File: config.mk
export PLATFORM = sky130hd
export DESIGN_NAME = rx_word_mod_flat
export DESIGN_NICKNAME = d
export VERILOG_FILES = /design/src/rtl/uart_pkg.sv /design/src/rtl/rx_word_if.sv /design/src/rtl/rx_byte_mod.sv /design/src/rtl/rx_word_mod.sv /design/src/flat_wrapper.sv
export SDC_FILE = /design/constraint.sdc
export NUM_CORES = 1
export LEC_CHECK = 0
export BUFFER_PORTS_ARGS = -buffer_cell sky130_fd_sc_hd__buf_2
export CORE_MARGIN = 1
export CORE_UTILIZATION = 59
export DETAILED_ROUTE_END_ITERATION = 16
export GPL_TIMING_DRIVEN = 0
export PLACE_DENSITY = 0.78
export SLEW_MARGIN = 5
export SYNTH_ARGS = -nofsm -noshare
export SYNTH_HDL_FRONTEND = slang
export SYNTH_SLANG_ARGS = --single-unit
File: constraint.sdc
create_clock -name CLOCK -period 2.8 [get_ports CLOCK]
set_input_delay 0.28 -clock CLOCK [delete_from_list [all_inputs] [get_ports CLOCK]]
set_output_delay 0.28 -clock CLOCK [all_outputs]
set_load 0.05 [all_outputs]
File: src/rtl/uart_pkg.sv
// Shared UART receive types: default bit period, byte FSM states and error bits.
// The optional parity stage (RX_PARITY_EN) reuses the same state encoding.
package uart_pkg;

  localparam int BAUD_DIV_DEF = 1157;

  localparam int ERR_FRAME = 0;
  localparam int ERR_OVR   = 1;

  typedef enum logic [2:0] {
    S_IDLE,
    S_START,
    S_DATA,
    S_PARITY,
    S_STOP
  } rx_state_e;

endpackage

File: src/rtl/rx_word_if.sv
// Word handshake between the receiver and its consumer.
// master = receiver side, slave = consumer side.
interface rx_word_if;

  logic        iCall;
  logic        oDone;
  logic [15:0] oData;
  logic [1:0]  oErr;

  modport master (
    input  iCall,
    output oDone,
    output oData,
    output oErr
  );

  modport slave (
    output iCall,
    input  oDone,
    input  oData,
    input  oErr
  );

endinterface

File: src/rtl/rx_byte_mod.sv
// Serial byte receiver: RXD synchronizer, bit timing and byte FSM.
// Even parity bit between data and stop when RX_PARITY_EN is defined.
module rx_byte_mod
  import uart_pkg::*;
#(
  parameter int BAUD_DIV = BAUD_DIV_DEF
) (
  input  logic       clk,
  input  logic       rst,
  input  logic       rxd,
  output logic [7:0] data_o,
  output logic       good_o,
  output logic       err_o
);

  localparam logic [10:0] BAUD_M1 = 11'(BAUD_DIV - 1);
  localparam logic [10:0] HALF_M1 = 11'(BAUD_DIV / 2 - 1);

  rx_state_e   state_q, state_d;
  logic        s1_q, s1_d, s2_q, s2_d;
  logic [10:0] cnt_q, cnt_d;
  logic [2:0]  idx_q, idx_d;
  logic [7:0]  sh_q, sh_d;
  logic        brk_q, brk_d;
  logic        perr_q, perr_d;
  logic        good_q, good_d;
  logic        err_q, err_d;
  logic        rxs;
  logic        tick;

  assign rxs  = s2_q;
  assign tick = (cnt_q == BAUD_M1);

  always_comb begin
    s1_d    = rxd;
    s2_d    = s1_q;
    state_d = state_q;
    cnt_d   = cnt_q;
    idx_d   = idx_q;
    sh_d    = sh_q;
    brk_d   = brk_q;
    perr_d  = perr_q;
    good_d  = 1'b0;
    err_d   = 1'b0;
    unique case (state_q)
      S_IDLE: begin
        if (brk_q) begin
          // after a break, wait for the line to go idle
          if (rxs) brk_d = 1'b0;
        end else if (!rxs) begin
          cnt_d   = '0;
          perr_d  = 1'b0;
          state_d = S_START;
        end
      end
      S_START: begin
        if (cnt_q == HALF_M1) begin
          cnt_d   = '0;
          idx_d   = '0;
          state_d = rxs ? S_IDLE : S_DATA;
        end else begin
          cnt_d = cnt_q + 11'd1;
        end
      end
      S_DATA: begin
        if (tick) begin
          cnt_d = '0;
          sh_d  = {rxs, sh_q[7:1]};
          idx_d = idx_q + 3'd1;
          if (idx_q == 3'd7) begin
`ifdef RX_PARITY_EN
            state_d = S_PARITY;
`else
            state_d = S_STOP;
`endif
          end
        end else begin
          cnt_d = cnt_q + 11'd1;
        end
      end
`ifdef RX_PARITY_EN
      S_PARITY: begin
        if (tick) begin
          cnt_d   = '0;
          perr_d  = ^{sh_q, rxs};
          state_d = S_STOP;
        end else begin
          cnt_d = cnt_q + 11'd1;
        end
      end
`endif
      S_STOP: begin
        if (tick) begin
          cnt_d   = '0;
          state_d = S_IDLE;
          if (!rxs) begin
            err_d = 1'b1;
            brk_d = 1'b1;
          end else if (perr_q) begin
            err_d = 1'b1;
          end else begin
            good_d = 1'b1;
          end
        end else begin
          cnt_d = cnt_q + 11'd1;
        end
      end
      default: state_d = S_IDLE;
    endcase
  end

  always_ff @(posedge clk or posedge rst) begin
    if (rst) begin
      s1_q    <= 1'b1;
      s2_q    <= 1'b1;
      state_q <= S_IDLE;
      cnt_q   <= '0;
      idx_q   <= '0;
      sh_q    <= '0;
      brk_q   <= 1'b0;
      perr_q  <= 1'b0;
      good_q  <= 1'b0;
      err_q   <= 1'b0;
    end else begin
      s1_q    <= s1_d;
      s2_q    <= s2_d;
      state_q <= state_d;
      cnt_q   <= cnt_d;
      idx_q   <= idx_d;
      sh_q    <= sh_d;
      brk_q   <= brk_d;
      perr_q  <= perr_d;
      good_q  <= good_d;
      err_q   <= err_d;
    end
  end

  assign data_o = sh_q;
  assign good_o = good_q;
  assign err_o  = err_q;

endmodule

File: src/rtl/rx_word_mod.sv
// UART word receiver: pairs bytes (high first) into 16-bit words, buffers one.
// Build with RX_PARITY_EN for 8E1 frames; default is 8N1.
module rx_word_mod
  import uart_pkg::*;
#(
  parameter int BAUD_DIV = BAUD_DIV_DEF
) (
  input  logic      CLOCK,
  input  logic      RESET,
  input  logic      RXD,
  rx_word_if.master bus
);

  logic [7:0]  byte_w;
  logic        good_w;
  logic        err_w;

  logic        flag_q, flag_d;
  logic [7:0]  hi_q, hi_d;
  logic [15:0] buf_q, buf_d;
  logic        vld_q, vld_d;
  logic        done_q, done_d;
  logic [15:0] data_q, data_d;
  logic [1:0]  oerr_q, oerr_d;
  logic        wc;
  logic [15:0] word;

  rx_byte_mod #(.BAUD_DIV(BAUD_DIV)) u_byte (
    .clk    (CLOCK),
    .rst    (RESET),
    .rxd    (RXD),
    .data_o (byte_w),
    .good_o (good_w),
    .err_o  (err_w)
  );

  assign wc   = good_w & flag_q;
  assign word = {hi_q, byte_w};

  always_comb begin
    flag_d = flag_q;
    hi_d   = hi_q;
    buf_d  = buf_q;
    vld_d  = vld_q;
    data_d = data_q;
    oerr_d = '0;
    oerr_d[ERR_FRAME] = err_w;
    if (err_w) flag_d = 1'b0;
    if (good_w) begin
      flag_d = ~flag_q;
      if (!flag_q) hi_d = byte_w;
    end
    // a fresh word may go straight out when the buffer is empty
    done_d = (vld_q | wc) & bus.iCall & ~done_q;
    if (done_d) data_d = vld_q ? buf_q : word;
    if (vld_q) begin
      if (done_d) begin
        vld_d = wc;
        if (wc) buf_d = word;
      end else if (wc) begin
        oerr_d[ERR_OVR] = 1'b1;
      end
    end else if (wc && !done_d) begin
      buf_d = word;
      vld_d = 1'b1;
    end
  end

  always_ff @(posedge CLOCK or posedge RESET) begin
    if (RESET) begin
      flag_q <= 1'b0;
      hi_q   <= '0;
      buf_q  <= '0;
      vld_q  <= 1'b0;
      done_q <= 1'b0;
      data_q <= '0;
      oerr_q <= '0;
    end else begin
      flag_q <= flag_d;
      hi_q   <= hi_d;
      buf_q  <= buf_d;
      vld_q  <= vld_d;
      done_q <= done_d;
      data_q <= data_d;
      oerr_q <= oerr_d;
    end
  end

  assign bus.oDone = done_q;
  assign bus.oData = data_q;
  assign bus.oErr  = oerr_q;

endmodule

File: src/flat_wrapper.sv
// flat-port wrapper written by rule: the top's interface ports become plain ports
module rx_word_mod_flat import uart_pkg::*;
#(
  parameter int BAUD_DIV = BAUD_DIV_DEF
)
  (CLOCK, RESET, RXD, bus_iCall, bus_oDone, bus_oData, bus_oErr);
  rx_word_if bus_i ();
  input  logic CLOCK;
  input  logic RESET;
  input  logic RXD;
  input wire logic [$bits(bus_i.iCall)-1:0] bus_iCall;
  output wire logic [$bits(bus_i.oDone)-1:0] bus_oDone;
  output wire logic [$bits(bus_i.oData)-1:0] bus_oData;
  output wire logic [$bits(bus_i.oErr)-1:0] bus_oErr;
  assign bus_i.iCall = bus_iCall;
  assign bus_oDone = bus_i.oDone;
  assign bus_oData = bus_i.oData;
  assign bus_oErr = bus_i.oErr;
  rx_word_mod #(.BAUD_DIV(BAUD_DIV)) u_core (.CLOCK(CLOCK), .RESET(RESET), .RXD(RXD), .bus(bus_i));
endmodule
==> impl_metrics.json, run 1 <==
{
  "outcome": "complete, no violations",
  "finalPower_mw": 2.18,
  "hold_viol_final": 0,
  "diodes": 0,
  "ir_drop_uv": 453,
  "cts_num_sinks": 75,
  "worst-path-max-fanout": 10,
  "finalSetupViolations": 0,
  "layout_min_cycle_time_ns": 2.30,
  "htree_levels": 3,
  "cp-start-kind": "flip-flop",
  "ff2ff_path_depth": 8,
  "maxSlewViolCount": 0,
  "setup_tns_ns": 0,
  "rr_endpoint": "u_core.u_byte.data_o[0]$_DFFE_PP0P_",
  "dieArea_mm2": 0.00592,
  "drt-total-wl_mm": 6.09,
  "antenna_found_initial": 0,
  "holdWs_ns": 0.0366,
  "drive_above_1_share": 0.259,
  "worstMarginPinSlew_ns": 1.12,
  "finalCritPeriodShare": 0.821,
  "cts_tree": "built",
  "final_common_cell": "dfrtp_1",
  "ios": 23,
  "hpwlAfterDp_mm": 4.13,
  "reg2reg_from": "u_core.u_byte.cnt_q[0]$_DFFE_PP0P_",
  "clockBufferDepth": 2,
  "clock_skew_ns": 0.00665,
  "grt_max_degree": 64,
  "dp_slack_ns": 0.532,
  "start_util": 0.629,
  "yosysTopAreaCell": "dfrtp_1",
  "grt_pass1_vias": 2169,
  "rsz0062_at_grt": "false",
  "synth_edf_count": 0,
  "p_leak_nw": 1.76,
  "hold_path_class": "in2reg",
  "synth_area_leaders": "dfrtp_1 (55%), mux2_2 (11%), mux2i_1 (4.8%), a21oi_1 (3.5%), nor2_1 (3.1%)",
  "hold_path_startpoint": "RXD",
  "ys_seq_area_frac": 0.567,
  "ctsRootBufferMaster": "clkbuf_8",
  "rows": 26,
  "synth-warning-count": 0,
  "cp.arrival_ns": 2.52,
  "die_y_um": 76.9,
  "grt_usage": 0.226,
  "core_mm2": 0.00527,
  "clk_latency_ns": 0.33,
  "gp_congestion": 0.860,
  "yosysUniqueCellTypes": 41,
  "min_delay_path_depth": 1,
  "grt_pass1_wl_mm": 10.2,
  "endpoint_kind": "flip-flop",
  "maxCapViolations": 0,
  "cp.required_ns": 3.02,
  "portBuffers": 22,
  "synth_top_flop_cell": "dfrtp_1",
  "synth-seq-cells": 75,
  "fmax_mhz": 435,
  "grt_overflow": 0,
  "synthCells": 282,
  "crit_type": "reg2reg",
  "numCtsBuffers": 9,
  "drtIter0Drc": 148,
  "hold_path_end": "u_core.u_byte.s1_q$_DFF_PP1_",
  "relSlewSlack": 0.256,
  "layout_common_cells": "dfrtp_1 (73), mux2_2 (33), nor2_1 (27)",
  "viasPerCell": 5.65,
  "synth.avg_cell_area_um2": 11.7,
  "power.density_mw_per_mm2": 583,
  "finalNetCount": 326,
  "vias": 2211,
  "netlist_area_mm2": 0.00331,
  "utilization": 0.708,
  "synth_top_area_share": 0.551,
  "setup_slack_ns": 0.501,
  "synth_fp_nets": 291,
  "wl_per_cell_um": 15.6,
  "r2r_slack_ns": 0.50,
  "area_growth_pct": 12.7,
  "ant_nets": 0,
  "first_pass_iters": 4,
  "drcViolationCount": 0,
  "async_reset_ff_frac": 1.00,
  "die_x_um": 76.9,
  "clk_transition_reported_paths_ns": 0.08
}
cells in the mapped netlist, drive strengths merged (5+ instances only):
cell type  instances
nor3               7
ha                 5
a31oi              6
o21ai              8
mux2              33
a22o               5
mux2i             16
nand2             13
clkbuf             8
dfrtp             73
nor2              27
inv                6
nand2b             5
buf                6
a21oi             23
nand3              9
how the worst max path moves through the flow:
| stage | startpoint | end |
|---|---|---|
| floorplan | RESET | u_core.buf_q[0]$_DFFE_PP0P_ |
| global placement | RESET | u_core.bus.oData[2]$_DFFE_PP0P_ |
| detailed placement | u_core.u_byte.cnt_q[0]$_DFFE_PP0P_ | u_core.u_byte.data_o[0]$_DFFE_PP0P_ |
| CTS | u_core.u_byte.cnt_q[0]$_DFFE_PP0P_ | u_core.u_byte.data_o[4]$_DFFE_PP0P_ |
| global route | u_core.u_byte.cnt_q[0]$_DFFE_PP0P_ | u_core.u_byte.data_o[0]$_DFFE_PP0P_ |
| finish | u_core.u_byte.cnt_q[0]$_DFFE_PP0P_ | u_core.u_byte.data_o[0]$_DFFE_PP0P_ |
cell families (layout without fill, tap and decap cells):
| family | after synthesis | count (layout) | synth area share |
|---|---|---|---|
| simple gates | 78 | 78 | 0.122 |
| flops | 75 | 75 | 0.567 |
| compound gates | 54 | 54 | 0.101 |
| mux | 49 | 49 | 0.160 |
| fa+ha+maj | 5 | 5 | 0.0189 |
| xor+xnor | 1 | 1 | 0.00264 |
| buf+inv | 20 | 59 | 0.0283 |
critical path: stages (launching register included):
cell and delay (ns):
dfrtp_1 0.42, inv_1 0.11, ha_1 0.16, nand2b_1 0.11, nor3_1 0.23, nand2_1 0.08, nor4_1 0.38, buf_2 0.33
mux2_2 0.36
through the flow:
stage | instances | instance area (um2)
6_report | 391 | 3730
5_1_grt | 391 | 3730
4_1_cts | 391 | 3730
3_5_place_dp | 375 | 3540
3_3_place_gp | 374 | 3510
2_1_floorplan | 282 | 3310
final cells by class:
cell class	count	area, um2
clock buffer	9	124
timing repair buffer	24	148
multi-input combinational	187	1340
inverter	6	25.0
clock inverter	6	57.6
sequential	75	1880
fill	386	1540
buffer	14	71.3
tap	70	87.6
routing by layer:
layer	vias to the layer above	track usage	routed length, um
met3	5	0.0500	223
met5	-	0	0
met4	0	0.0692	44
met2	49	0.358	2860
li1	1077	-	-
met1	1080	0.312	2970
sequential cells by signal (all words and copies together) (netlist names):
name	flops
u_core.buf_q	16
u_core.bus.oData	16
u_core.u_byte.cnt_q	11
u_core.hi_q	8
u_core.u_byte.data_o	8
u_core.u_byte.idx_q	3
u_core.u_byte.state_q	3
u_core.bus.oErr	2
u_core.bus.oDone	1
u_core.flag_q	1
u_core.u_byte.brk_q	1
u_core.u_byte.err_o	1
u_core.u_byte.good_o	1
u_core.u_byte.rxs	1
u_core.u_byte.s1_q	1
u_core.vld_q	1
power by group:
group	internal [mW]	leakage [nW]	switching, mW
Sequential	1.13	0.991	0.0222
Clock	0.400	0.0946	0.369
Combinational	0.0551	0.670	0.205
Total	1.58	1.76	0.597
repair_timing:
item | CTS | global route
buffers inserted | 0 | 0
resized for setup | 0 | 0
hold endpoints to repair | 10 | 0
hold buffers | 1 | 0
Note: power is estimated with default switching activity, not from simulation.
==> run 2: changes to the inputs <==
- ABC_AREA: default -> 1
- CORE_UTILIZATION: 59 -> 54
- PLACE_DENSITY: 0.78 -> 0.75
- clock period: 2.8 -> 2 ns (I/O delays scaled with it)
==> run 2 against run 1 <==
Global-route usage is 0.91 points higher; synthesized area is 7.3% higher; routed wire length is 21% higher; total power is 52% higher; design area is 8.3% higher; utilization is 7.2 points lower; combinational power is 79% higher; cell count is 38% higher; via count is 30% higher.
==> impl_metrics.json, run 2 <==
{
  "outcome": "complete, no violations",
  "wl_per_cell_um": 13.7,
  "regArea_mm2": 0.00188,
  "hpwlAfterDp_mm": 5.26,
  "cp-endpoint": "u_core.u_byte.data_o[0]$_DFFE_PP0P_",
  "ant_nets": 0,
  "synth_edf_count": 0,
  "hold_viol_final": 0,
  "fmax_mhz": 589,
  "power.density_mw_per_mm2": 820,
  "synth_top_family_by_area": "simple AND/OR/NAND/NOR gates",
  "multi_input_area_mm2": 0.00140,
  "clk_transition_reported_paths_ns": 0.08,
  "fillers": 546,
  "hold_path_startpoint": "bus_iCall",
  "clk_latency_ns": 0.36,
  "grt_max_degree": 41,
  "finalSetupViolations": 0,
  "clockBufferDepth": 2,
  "die_x_um": 83.2,
  "fin_cells": 538,
  "synth_top_area_share": 0.514,
  "startpoint": "u_core.u_byte.cnt_q[0]$_DFFE_PP0P_",
  "synth_top_flop_cell": "dfrtp_1",
  "layout_min_cycle_time_ns": 1.70,
  "cp.arrival_ns": 1.96,
  "start_util": 0.560,
  "grt_pass1_wl_mm": 12.7,
  "ff2ff_path_depth": 8,
  "drcViolationCount": 0,
  "synth-warning-count": 0,
  "grt_overflow": 0,
  "numCtsBuffers": 9,
  "synthSimpleGateAreaFrac": 0.259,
  "r2r_slack_ns": 0.30,
  "drive_above_1_share": 0.167,
  "worst-path-max-fanout": 10,
  "drtIter0Drc": 213,
  "grt_pass1_vias": 2721,
  "synth_area_leaders": "dfrtp_1 (51%), nand2_1 (13%), inv_1 (4.6%), o21ai_0 (4.2%), nor2_1 (3.9%)",
  "cp-start-kind": "flip-flop",
  "final_common_cell": "nand2_1",
  "yosys-top-cells-count": "nand2_1 (121), dfrtp_1 (73), inv_1 (44)",
  "rows": 29,
  "gp_congestion": 0.881,
  "core_mm2": 0.00635,
  "grt_usage": 0.235,
  "die_y_um": 83.2,
  "ios": 23,
  "maxSlewViolCount": 0,
  "ir_drop_uv": 661,
  "p_leak_nw": 1.91,
  "endpoint_kind": "flip-flop",
  "ys_seq_area_frac": 0.529,
  "netlist_area_mm2": 0.00356,
  "clock_skew_ns": 0.00809,
  "async_reset_ff_frac": 1.00,
  "synth.avg_cell_area_um2": 8.49,
  "finalPower_mw": 3.32,
  "cp.required_ns": 2.26,
  "rr_endpoint": "u_core.u_byte.data_o[0]$_DFFE_PP0P_",
  "synthXorXnorAreaFrac": 0.00739,
  "dieArea_mm2": 0.00691,
  "relSlewSlack": 0.480,
  "yosysTopAreaCell": "dfrtp_1",
  "hold_path_class": "in2reg",
  "worstMarginPinSlew_ns": 0.771,
  "layout_common_cells": "nand2_1 (121), dfrtp_1 (73), inv_1 (43)",
  "maxCapViolations": 0,
  "synth_fp_nets": 428,
  "viasPerCell": 5.33,
  "reg2reg_from": "u_core.u_byte.cnt_q[0]$_DFFE_PP0P_",
  "area_growth_pct": 13.7,
  "cts_tree": "built",
  "yosysUniqueCellTypes": 36,
  "setup_tns_ns": 0,
  "finalCritPeriodShare": 0.849,
  "htree_levels": 3,
  "place_inst": 520,
  "synth-seq-cells": 75,
  "vias": 2867,
  "synthCells": 419,
  "diodes": 0,
  "cts_num_sinks": 75,
  "rsz0062_at_grt": "false",
  "synthMuxAreaShare": 0,
  "synth_most_common_cell": "nand2_1",
  "ctsRootBufferMaster": "clkbuf_8",
  "crit_type": "reg2reg",
  "synth_compound_area_frac": 0.110,
  "holdWs_ns": 0.333,
  "portBuffers": 22,
  "antenna_found_initial": 0,
  "yosys.area_share.adder": 0.0176,
  "finalNetCount": 465,
  "first_pass_iters": 7,
  "drt-total-wl_mm": 7.36
}
run 2: changes by cell type after synthesis, sizes merged, moves of 12 or more:
| cell | change |
|---|---|
| inv | +39 |
| a21oi | -22 |
| mux2i | -16 |
| nand2 | +112 |
| mux2 | -33 |
| nand3 | +18 |
| nor2 | +12 |
| o21ai | +35 |
run 2: how the worst min path moves through the flow:
stage                                               to  slack [ns]  depth (start not counted)
floorplan                 u_core.u_byte.s1_q$_DFF_PP1_        0.20                          0
global placement          u_core.u_byte.s1_q$_DFF_PP1_        0.31                          1
detailed placement  u_core.u_byte.cnt_q[7]$_DFFE_PP0P_        0.19                          2
CTS                             u_core.vld_q$_DFF_PP0_        0.33                          5
global route               u_core.u_byte.rxs$_DFF_PP1_        0.37                          0
finish                          u_core.vld_q$_DFF_PP0_        0.33                          5
run 2: cell families (layout without fill, tap and decap cells):
| kind of cell | count (synthesis) | in the layout |
|---|---|---|
| adders and majority gates | 5 | 5 |
| AOI/OAI and AO/OA | 65 | 65 |
| buffers and inverters | 61 | 103 |
| xor gates and xnor gates | 3 | 3 |
| DFF | 75 | 75 |
| and+or+nand+nor | 210 | 210 |
run 2: what timing repair did:
action | 4_1_cts | 5_1_grt
hold buffers | 2 | 0
buffers inserted | 0 | 0
setup endpoints to repair | 0 | 0
hold endpoints to repair | 13 | 0
resized for setup | 0 | 0
run 2: area by class of cell:
class | instances | share of cell area
clock inverter | 6 | 0.0176
tap | 77 | 0.0238
timing repair buffer | 26 | 0.0439
sequential | 75 | 0.465
clock buffer | 10 | 0.0340
inverter | 46 | 0.0436
multi-input combinational | 283 | 0.346
buffer | 15 | 0.0257
run 2: report_power, final:
| part | switching [mW] | internal, mW | leakage (nW) | total [mW] |
|---|---|---|---|---|
| Combinational | 0.359 | 0.106 | 0.817 | 0.465 |
| Sequential | 0.0367 | 1.59 | 0.997 | 1.63 |
| Clock | 0.604 | 0.621 | 0.0995 | 1.22 |
run 2: worst max-delay path, stage by stage, from the launching register on:
cell and delay, ns:
dfrtp_1 0.42, inv_1 0.11, ha_1 0.20, nand4_1 0.15, nor3_4 0.31, nand2_4 0.13, buf_6 0.18, nand2_2 0.06
o21ai_2 0.04
run 2: metrics by stage:
stage          area (um2)  utilization  setup WS, ns
2_1_floorplan        3560            -         0.511
3_3_place_gp         3770        0.593         0.331
3_5_place_dp         3810        0.601         0.300
4_1_cts              4040        0.637         0.294
5_1_grt              4040        0.637         0.148
6_report             4040        0.637         0.301
run 2: routing by layer:
| layer | track usage | routed length (um) |
|---|---|---|
| met5 | 0 | 0 |
| met4 | 0.108 | 114 |
| met3 | 0.0467 | 330 |
| met2 | 0.376 | 3510 |
| met1 | 0.311 | 3400 |
==> run 3: changes to the inputs <==
- CORE_UTILIZATION: 54 -> 60
- PLACE_DENSITY: 0.75 -> 0.79
- clock period: 2 -> 1.6 ns (I/O delays scaled with it)
==> run 3 against run 2 <==
Critical path depth shrank 1; hold slack improved by 0.0067 ns; first-iteration DRC count is 4.7% higher; non-clock buffer count increased by 8; critical path type unchanged; highest routed layer unchanged.
==> impl_metrics.json, run 3 (synthesized netlist as in run 2, its figures left out) <==
{
  "cts_num_sinks": 75,
  "power.density_mw_per_mm2": 1020,
  "drtIter0Drc": 223,
  "diodes": 0,
  "gp_congestion": 0.921,
  "endpoint_kind": "flip-flop",
  "first_pass_iters": 5,
  "viasPerCell": 5.57,
  "finalCritPeriodShare": 0.945,
  "setup_slack_ns": 0.0878,
  "fillers": 428,
  "die_y_um": 79.0,
  "worst-path-max-fanout": 7,
  "cts_tree": "built",
  "numCtsBuffers": 9,
  "grt_pass1_vias": 2838,
  "drcViolationCount": 0,
  "crit_type": "reg2reg",
  "core_mm2": 0.00561,
  "grt_pass1_wl_mm": 13.2,
  "hpwlAfterDp_mm": 5.53,
  "clockBufferDepth": 2,
  "hold_viol_final": 0,
  "worstMarginPinSlew_ns": 0.549,
  "utilization": 0.745,
  "hold_path_class": "in2reg",
  "cp.arrival_ns": 1.74,
  "fmax_mhz": 661,
  "cp-start-kind": "flip-flop",
  "layout_common_cells": "nand2_1 (119), dfrtp_1 (73), inv_1 (42)",
  "maxCapViolations": 0,
  "die_x_um": 79.0,
  "drt-total-wl_mm": 7.86,
  "dp_slack_ns": -0.105,
  "start_util": 0.634,
  "grt_usage": 0.279,
  "final_common_cell": "nand2_1",
  "grt_max_degree": 36,
  "finalNetCount": 473,
  "p_leak_nw": 1.98,
  "clk_transition_reported_paths_ns": 0.08,
  "drive_above_1_share": 0.198,
  "portBuffers": 22,
  "relSlewSlack": 0.634,
  "setup_tns_ns": 0,
  "area_growth_pct": 17.5,
  "place_inst": 515,
  "worstPathCellList": "inv_2 -> ha_2 -> nand3_1 -> o21ai_4 -> nand3_1 -> nand2_1 -> nand2_1",
  "slowest_delay_ns": 0.42,
  "ctsRootBufferMaster": "clkbuf_8",
  "maxSlewViolCount": 0,
  "antenna_found_initial": 0,
  "outcome": "complete, no violations",
  "vias": 3014,
  "layout_min_cycle_time_ns": 1.51,
  "cp.required_ns": 1.83,
  "fin_cells": 541,
  "clk_latency_ns": 0.34,
  "ant_nets": 0,
  "htree_levels": 3,
  "grt_overflow": 0,
  "rows": 27,
  "ios": 23,
  "ir_drop_uv": 692,
  "wl_per_cell_um": 14.5,
  "dieArea_mm2": 0.00624,
  "cpMaxStageDelayCell": "dfrtp_1",
  "finalSetupViolations": 0,
  "clock_skew_ns": 0.00811
}
-- run 3: cell types whose count changed in the layout (fill, tap and decap cells not counted), sizes merged --
| cell | previous run | this run |
|---|---|---|
| buf | 33 | 42 |
| bufinv | 1 | 2 |
| clkinvlp | 3 | 2 |
| inv | 46 | 45 |
-- run 3: through the flow --
stage          hold WS, ns  area [um2]  total power, mW
6_report             0.339        4180             4.25
5_1_grt              0.361        4180             4.39
4_1_cts              0.286        4100             4.27
3_5_place_dp         0.198        3810             2.66
3_3_place_gp         0.266        3760             2.63
2_1_floorplan        0.164        3560             2.51
-- run 3: final timing paths --
check                                                         from                                 end  slack (ns)  cells past startpoint
worst max-delay path            u_core.u_byte.cnt_q[1]$_DFFE_PP0P_  u_core.u_byte.idx_q[2]$_DFFE_PP0P_        0.09                      7
worst min-delay path                                     bus_iCall              u_core.vld_q$_DFF_PP0_        0.34                      5
worst max register to register  u_core.u_byte.cnt_q[1]$_DFFE_PP0P_  u_core.u_byte.idx_q[2]$_DFFE_PP0P_        0.09                      7
worst min register to register        u_core.u_byte.s1_q$_DFF_PP1_         u_core.u_byte.rxs$_DFF_PP1_        0.36                      0
max in group asynchronous                                    RESET         u_core.u_byte.rxs$_DFF_PP1_        0.45                      5
min in group asynchronous                                    RESET  u_core.u_byte.idx_q[0]$_DFFE_PP0P_        0.39                      3
-- run 3: per-layer routing --
metal	GRT usage	wire [um]
met1	0.388	3500
met2	0.436	3810
met3	0.0494	441
met4	0.109	104
met5	0	0
-- run 3: repair_timing --
| item | CTS | global route |
|---|---|---|
| hold buffers | 2 | 0 |
| endpoints found under the setup margin | 15 | 40 |
| hold endpoints to repair | 18 | 0 |
| resized for setup | 4 | 18 |
| pin swaps | 1 | 5 |
| buffers inserted | 5 | 3 |
-- run 3: critical path, delay by kind of cell (launching register included) --
family,cells,cell delay [ns]
AO/OA/AOI/OAI,1,0.25
buffers and inverters,1,0.10
AND/OR/NAND/NOR,4,0.44
flip-flops,1,0.42
adder cells (fa/ha/maj),1,0.19
-- run 3: final cells by class --
cell class | instances | area (um2) | area share
clock buffer | 11 | 141 | 0.0338
multi-input combinational | 283 | 1450 | 0.347
clock inverter | 5 | 85.1 | 0.0204
inverter | 46 | 176 | 0.0422
tap | 72 | 90.1 | 0.0216
buffer | 15 | 120 | 0.0287
sequential | 75 | 1880 | 0.450
timing repair buffer | 34 | 238 | 0.0569
-- run 3: power breakdown --
part	internal [mW]	switching, mW
Combinational	0.133	0.449
Sequential	1.99	0.0465
Clock	0.930	0.700
